**src/rtl/Servo_PKG.sv**
```systemverilog
// Servo controller shared types: the two pen positions the servo can hold.
package Servo_PKG;
  typedef enum logic {
    SERVO_POS_DOWN = 1'b0,
    SERVO_POS_UP   = 1'b1
  } ServoPos_t;
endpackage

```
**src/rtl/pen_move_sequencer_pkg.sv**
```systemverilog
// Shared constants for the pen move sequencer slice.
package pen_move_sequencer_pkg;
  localparam int POS_WIDTH_DEFAULT = 16;
endpackage

```
**src/rtl/pen_move_sequencer_fsm.sv**
```systemverilog
// Pen/XY move FSM: servo phase then motor phase; triggers are registered and
// issued only while the target reports ready, then held until it drops ready.
module pen_move_sequencer_fsm (
  input  logic clk,
  input  logic reset,
  input  logic i_clk_en,
  input  logic i_trigger,
  input  logic i_pen_change,
  input  logic i_move_req,
  input  logic i_move_lat,
  input  logic i_servo_rdy,
  input  logic i_motor_rdy,
  output logic o_servo_trigger,
  output logic o_motor_trigger,
  output logic o_done,
  output logic o_rdy,
  output logic o_cmd_latch,
  output logic o_pen_update
);
  localparam logic [2:0] ST_IDLE       = 3'd0;
  localparam logic [2:0] ST_SERVO_TRIG = 3'd1;
  localparam logic [2:0] ST_SERVO_WAIT = 3'd2;
  localparam logic [2:0] ST_MOTOR_TRIG = 3'd3;
  localparam logic [2:0] ST_MOTOR_WAIT = 3'd4;
  localparam logic [2:0] ST_DONE       = 3'd5;

  logic [2:0] r_state;
  logic [2:0] w_next;
  logic       r_servo_trig;
  logic       r_motor_trig;
  logic       w_servo_trig_nx;
  logic       w_motor_trig_nx;

  always_comb begin
    w_next          = r_state;
    w_servo_trig_nx = r_servo_trig;
    w_motor_trig_nx = r_motor_trig;
    case (r_state)
      ST_IDLE: begin
        if (i_trigger) begin
          if (i_pen_change) begin
            w_next          = ST_SERVO_TRIG;
            w_servo_trig_nx = i_servo_rdy;
          end else if (i_move_req) begin
            w_next          = ST_MOTOR_TRIG;
            w_motor_trig_nx = i_motor_rdy;
          end else begin
            w_next = ST_DONE;
          end
        end
      end
      // Trigger goes up only once the servo is ready; the ready drop is its ack.
      ST_SERVO_TRIG: begin
        if (!r_servo_trig) begin
          w_servo_trig_nx = i_servo_rdy;
        end else if (!i_servo_rdy) begin
          w_servo_trig_nx = 1'b0;
          w_next          = ST_SERVO_WAIT;
        end
      end
      ST_SERVO_WAIT: begin
        if (i_servo_rdy) begin
          if (i_move_lat) begin
            w_next          = ST_MOTOR_TRIG;
            w_motor_trig_nx = i_motor_rdy;
          end else begin
            w_next = ST_DONE;
          end
        end
      end
      ST_MOTOR_TRIG: begin
        if (!r_motor_trig) begin
          w_motor_trig_nx = i_motor_rdy;
        end else if (!i_motor_rdy) begin
          w_motor_trig_nx = 1'b0;
          w_next          = ST_MOTOR_WAIT;
        end
      end
      ST_MOTOR_WAIT: begin
        if (i_motor_rdy) w_next = ST_DONE;
      end
      ST_DONE: w_next = ST_IDLE;
      default: begin
        w_next          = ST_IDLE;
        w_servo_trig_nx = 1'b0;
        w_motor_trig_nx = 1'b0;
      end
    endcase
  end

  always_ff @(posedge clk) begin
    if (reset) begin
      r_state      <= ST_IDLE;
      r_servo_trig <= 1'b0;
      r_motor_trig <= 1'b0;
    end else if (i_clk_en) begin
      r_state      <= w_next;
      r_servo_trig <= w_servo_trig_nx;
      r_motor_trig <= w_motor_trig_nx;
    end
  end

  assign o_rdy           = (r_state == ST_IDLE);
  assign o_done          = (r_state == ST_DONE);
  assign o_servo_trigger = r_servo_trig;
  assign o_motor_trigger = r_motor_trig;
  assign o_cmd_latch     = i_clk_en & o_rdy & i_trigger;
  assign o_pen_update    = i_clk_en & (r_state == ST_SERVO_WAIT) & i_servo_rdy;
endmodule

```
**src/rtl/pen_move_sequencer.sv**
```systemverilog
// Sequences one draw command: pen servo move (skipped if already there), then XY move.
// Holds the command registers and the tracked pen position; control lives in the FSM.
module pen_move_sequencer
  import Servo_PKG::*;
  import pen_move_sequencer_pkg::*;
#(
  parameter int POS_WIDTH = POS_WIDTH_DEFAULT
) (
  input  logic                        clk,
  input  logic                        reset,
  input  logic                        clk_en,
  input  logic                        trigger,
  input  ServoPos_t                   pen_pos,
  input  logic signed [POS_WIDTH-1:0] dx,
  input  logic signed [POS_WIDTH-1:0] dy,
  input  logic                        servo_rdy,
  input  logic                        motor_rdy,
  output logic                        servo_trigger,
  output ServoPos_t                   servo_pos,
  output logic                        motor_trigger,
  output logic        [POS_WIDTH-1:0] motor_dx,
  output logic        [POS_WIDTH-1:0] motor_dy,
  output logic                        done,
  output logic                        rdy
);
  ServoPos_t            r_servo_pos;
  ServoPos_t            r_cur_pen;
  logic [POS_WIDTH-1:0] r_dx;
  logic [POS_WIDTH-1:0] r_dy;
  logic                 w_cmd_latch;
  logic                 w_pen_update;
  logic                 w_pen_change;
  logic                 w_move_req;
  logic                 w_move_lat;

  assign w_pen_change = (pen_pos != r_cur_pen);
  assign w_move_req   = |{dx, dy};
  assign w_move_lat   = |{r_dx, r_dy};

  // cur_pen resets with the servo controller, so DOWN is a true reflection after reset.
  always_ff @(posedge clk) begin
    if (reset) begin
      r_servo_pos <= SERVO_POS_DOWN;
      r_cur_pen   <= SERVO_POS_DOWN;
      r_dx        <= '0;
      r_dy        <= '0;
    end else begin
      if (w_cmd_latch) begin
        r_servo_pos <= pen_pos;
        r_dx        <= dx;
        r_dy        <= dy;
      end
      if (w_pen_update) r_cur_pen <= r_servo_pos;
    end
  end

  pen_move_sequencer_fsm u_fsm (
    .clk             (clk),
    .reset           (reset),
    .i_clk_en        (clk_en),
    .i_trigger       (trigger),
    .i_pen_change    (w_pen_change),
    .i_move_req      (w_move_req),
    .i_move_lat      (w_move_lat),
    .i_servo_rdy     (servo_rdy),
    .i_motor_rdy     (motor_rdy),
    .o_servo_trigger (servo_trigger),
    .o_motor_trigger (motor_trigger),
    .o_done          (done),
    .o_rdy           (rdy),
    .o_cmd_latch     (w_cmd_latch),
    .o_pen_update    (w_pen_update)
  );

  assign servo_pos = r_servo_pos;
  assign motor_dx  = r_dx;
  assign motor_dy  = r_dy;
endmodule

```
**config.mk**
```make
export PLATFORM = sky130hd
export DESIGN_NAME = pen_move_sequencer
export DESIGN_NICKNAME = d
export VERILOG_FILES = /design/src/rtl/Servo_PKG.sv /design/src/rtl/pen_move_sequencer_pkg.sv /design/src/rtl/pen_move_sequencer_fsm.sv /design/src/rtl/pen_move_sequencer.sv
export SDC_FILE = /design/constraint.sdc
export NUM_CORES = 1
export LEC_CHECK = 0
export ABC_AREA = 0
export CAP_MARGIN = 20
export CELL_PAD_IN_SITES_DETAIL_PLACEMENT = 1
export CELL_PAD_IN_SITES_GLOBAL_PLACEMENT = 2
export CORE_AREA = 2 2 87 89
export DETAILED_ROUTE_END_ITERATION = 10
export DIE_AREA = 0 0 89 91
export HOLD_SLACK_MARGIN = 0.15
export PLACE_DENSITY = 0.82
export SKIP_LAST_GASP = 1
export SLEW_MARGIN = 20
export SYNTH_ARGS = -nofsm -noshare
export SYNTH_HDL_FRONTEND = slang
export SYNTH_HIERARCHICAL = 1
export SYNTH_SLANG_ARGS = --single-unit
```
**constraint.sdc**
```tcl
create_clock -name clk -period 4.8 [get_ports clk]
set_clock_uncertainty 0.05 [all_clocks]
set_input_delay 0.48 -clock clk [delete_from_list [all_inputs] [get_ports clk]]
set_output_delay 0.48 -clock clk [all_outputs]
set_load 0.05 [all_outputs]
```
==> reports/metrics.csv <==
metric;value;unit
row cnt;31;
Setup Viol. Count Final;0;
Yosys top cell area share;43.1;%
ys flop type;dfxtp_1;
commonest non-fill, non-tap cells in the layout;clkdlybuf4s50_1, nor2_1, dfxtp_1;
core region area;7140;um^2
ys async rst share;0;%
Worst EP required;4270;ps
commonest non-fill, non-tap cell in the layout;clkdlybuf4s50_1;
syn_nets;227;
Hold Crit Start;u_fsm/o_motor_trigger$_SDFFE_PP0P_;
worst-margin pin slew;1060;ps
Slew headroom;29.6;%
Chip Height;91;um
Post-synth EDFFs;0;
layout cells sized above 1;6.90;%
Critical Path End Type;output pin;
Clock transition at path regs;80;ps
Yosys Warn Count;6;
H-tree Lvls;2;
RSZ-0062 raised after global routing;no;
HP Class;flip-flop to flip-flop;
input/output buffers;75;
CTS Root Cell;clkbuf_8;
drt drc;0;
CP endpoint;done;
static leakage;0.000970;uW
CTS buffer count;5;
Sequential Area;781;um^2
synthesis-stage register bit count;39;
CTS tree;yes;
synthesized cell area;1810;um^2
# diodes;0;
Post-CTS Resized;0;
peak supply drop;0.0931;mV
worst r2r dst;motor_dy[13]$_SDFFE_PP0P_;
startpoint types;flip-flop;
CTS max path bufs;2;
Initial DRT Pass Iterations;4;
crit path from;u_fsm/r_state[0]$_SDFFE_PP0P_;
drt via density;4.67;
fmax;390;MHz
Total Routing Usage GR;13.5;%
Worst Path Max Fanout;16;
R2R depth;4;
dpl hpwl;4110;um
Max Slew Vio Count;0;
Syn Area/Cell;9.64;um^2
largest net degree at the start of global routing;34;
gr ovfl total;0;
Worst-Skew Late Latency;290;ps
period utilisation layout;53.4;%
P per Cell Area;347;nW/um^2
Die W;89;um
# Post-CTS Setup Buffers;0;
clock sinks;39;
global-route wire length before repair;8560;um
Seq/Total Area, Yosys;43.1;%
# fillers;841;
status;finished, final reports clean;
routability congestion estimate;0.750;
die footprint;8100;um^2
footprint of the multi-input gates;933;um^2
WP data arrival;2030;ps
Final Hold Fails;0;
Initial DRC Count;46;
flop2flop setup slack;2470;ps
dominant cells by area after synthesis;dfxtp_1, mux2i_1, nor2_1;
initial antenna violation count;0;
CTS Hold Bufs;0;
critical path class;flip-flop to output pin;
post-synthesis cell count;188;
Fin Setup TNS;0;ps
Distinct cells, synth;38;
Final Net Count;299;
Initial Utilization;25.4;%
Routed WL;5450;um
num ports;76;
reg2reg start;u_fsm/r_state[0]$_SDFFE_PP0P_;
Design Power;951;uW
total number of vias;1680;
area grow syn2layout;51.2;%
min Tclk post-route;2560;ps
Routed Antenna Nets;0;
vias in the first global route;1760;
cell taking the most area after synthesis;dfxtp_1;
DR WL/cell;15.2;um
maxcap violations;0;
-- sequential cells by signal (all words and copies together) (netlist names) --
| name | flops |
|---|---|
| u_fsm/o_servo_trigger | 1 |
| u_fsm/o_motor_trigger | 1 |
| servo_pos | 1 |
| motor_dx | 16 |
| motor_dy | 16 |
| r_cur_pen | 1 |
| u_fsm/r_state | 3 |
-- stage by stage --
| stage | hold slack, ps | instance area [um^2] | cells | setup slack (ps) | util (%) |
|---|---|---|---|---|---|
| 2_1_floorplan | 431 | 1810 | 188 | 2180 | - |
| 3_3_place_gp | 429 | 2610 | 352 | 1990 | 36.5 |
| 3_5_place_dp | 444 | 2610 | 352 | 1990 | 36.5 |
| 4_1_cts | 456 | 2740 | 360 | 2240 | 38.4 |
| 5_1_grt | 475 | 2740 | 360 | 2110 | 38.4 |
| 6_report | 454 | 2740 | 360 | 2240 | 38.4 |
-- how the worst min path moves through the flow --
| stage | to | slack (ps) | cells after the start |
|---|---|---|---|
| finish | u_fsm/o_motor_trigger$_SDFFE_PP0P_ | 450 | 2 |
| global route | u_fsm/o_motor_trigger$_SDFFE_PP0P_ | 470 | 2 |
| floorplan | r_cur_pen$_SDFFE_PP0P_ | 430 | 2 |
| CTS | u_fsm/o_motor_trigger$_SDFFE_PP0P_ | 460 | 2 |
| detailed placement | u_fsm/o_motor_trigger$_SDFFE_PP0P_ | 440 | 2 |
| global placement | u_fsm/o_motor_trigger$_SDFFE_PP0P_ | 430 | 2 |
-- kinds of logic (layout without fill, tap and decap cells) --
kind of cell	after synthesis	after routing	synth area share (%)
compound gates	15	15	6.08
xor+xnor	1	1	0.484
buf+inv	14	87	5.45
flops	39	39	43.1
mux	37	37	20.7
simple gates	82	82	24.2
-- final cells by class --
class / count / share of cell area, %
Clock buffer: 6 / 2.65
Clock inverter: 2 / 2.19
Inverter: 3 / 0.411
Multi-Input combinational cell: 135 / 34.1
Sequential cell: 39 / 28.5
Tap cell: 99 / 4.52
Timing Repair Buffer: 76 / 27.7
-- critical path: stages, from the launching register on --
cell and delay, ps:
dfxtp_1 650, nand2b_1 130, nor2_1 140, clkdlybuf4s50_1 820
-- where the power goes --
group / switching [uW] / internal, uW / total [uW]
registers: 24.3 / 345 / 369
logic: 147 / 110 / 257
clock network: 117 / 208 / 325
-- routing by layer --
| metal | wire length [um] | track usage (%) | vias to the layer above |
|---|---|---|---|
| met5 | 0 | 0 | - |
| met4 | 27 | 3.36 | 0 |
| met3 | 336 | 3.82 | 4 |
| met2 | 2600 | 22.3 | 49 |
| met1 | 2490 | 17.2 | 808 |
| li1 | - | - | 819 |
-- synthesized netlist by cell type (all sizes together) (2+ instances only) --
cell type	n
buf	7
nor2	39
nand4	4
clkbuf	4
nor2b	2
or2b	2
dfxtp	39
nor4	18
a21oi	3
nand2b	2
o21ai	4
or2	2
nor3	3
inv	3
nand3	2
mux2i	36
o31ai	2
(Power assumes the default switching activity.)
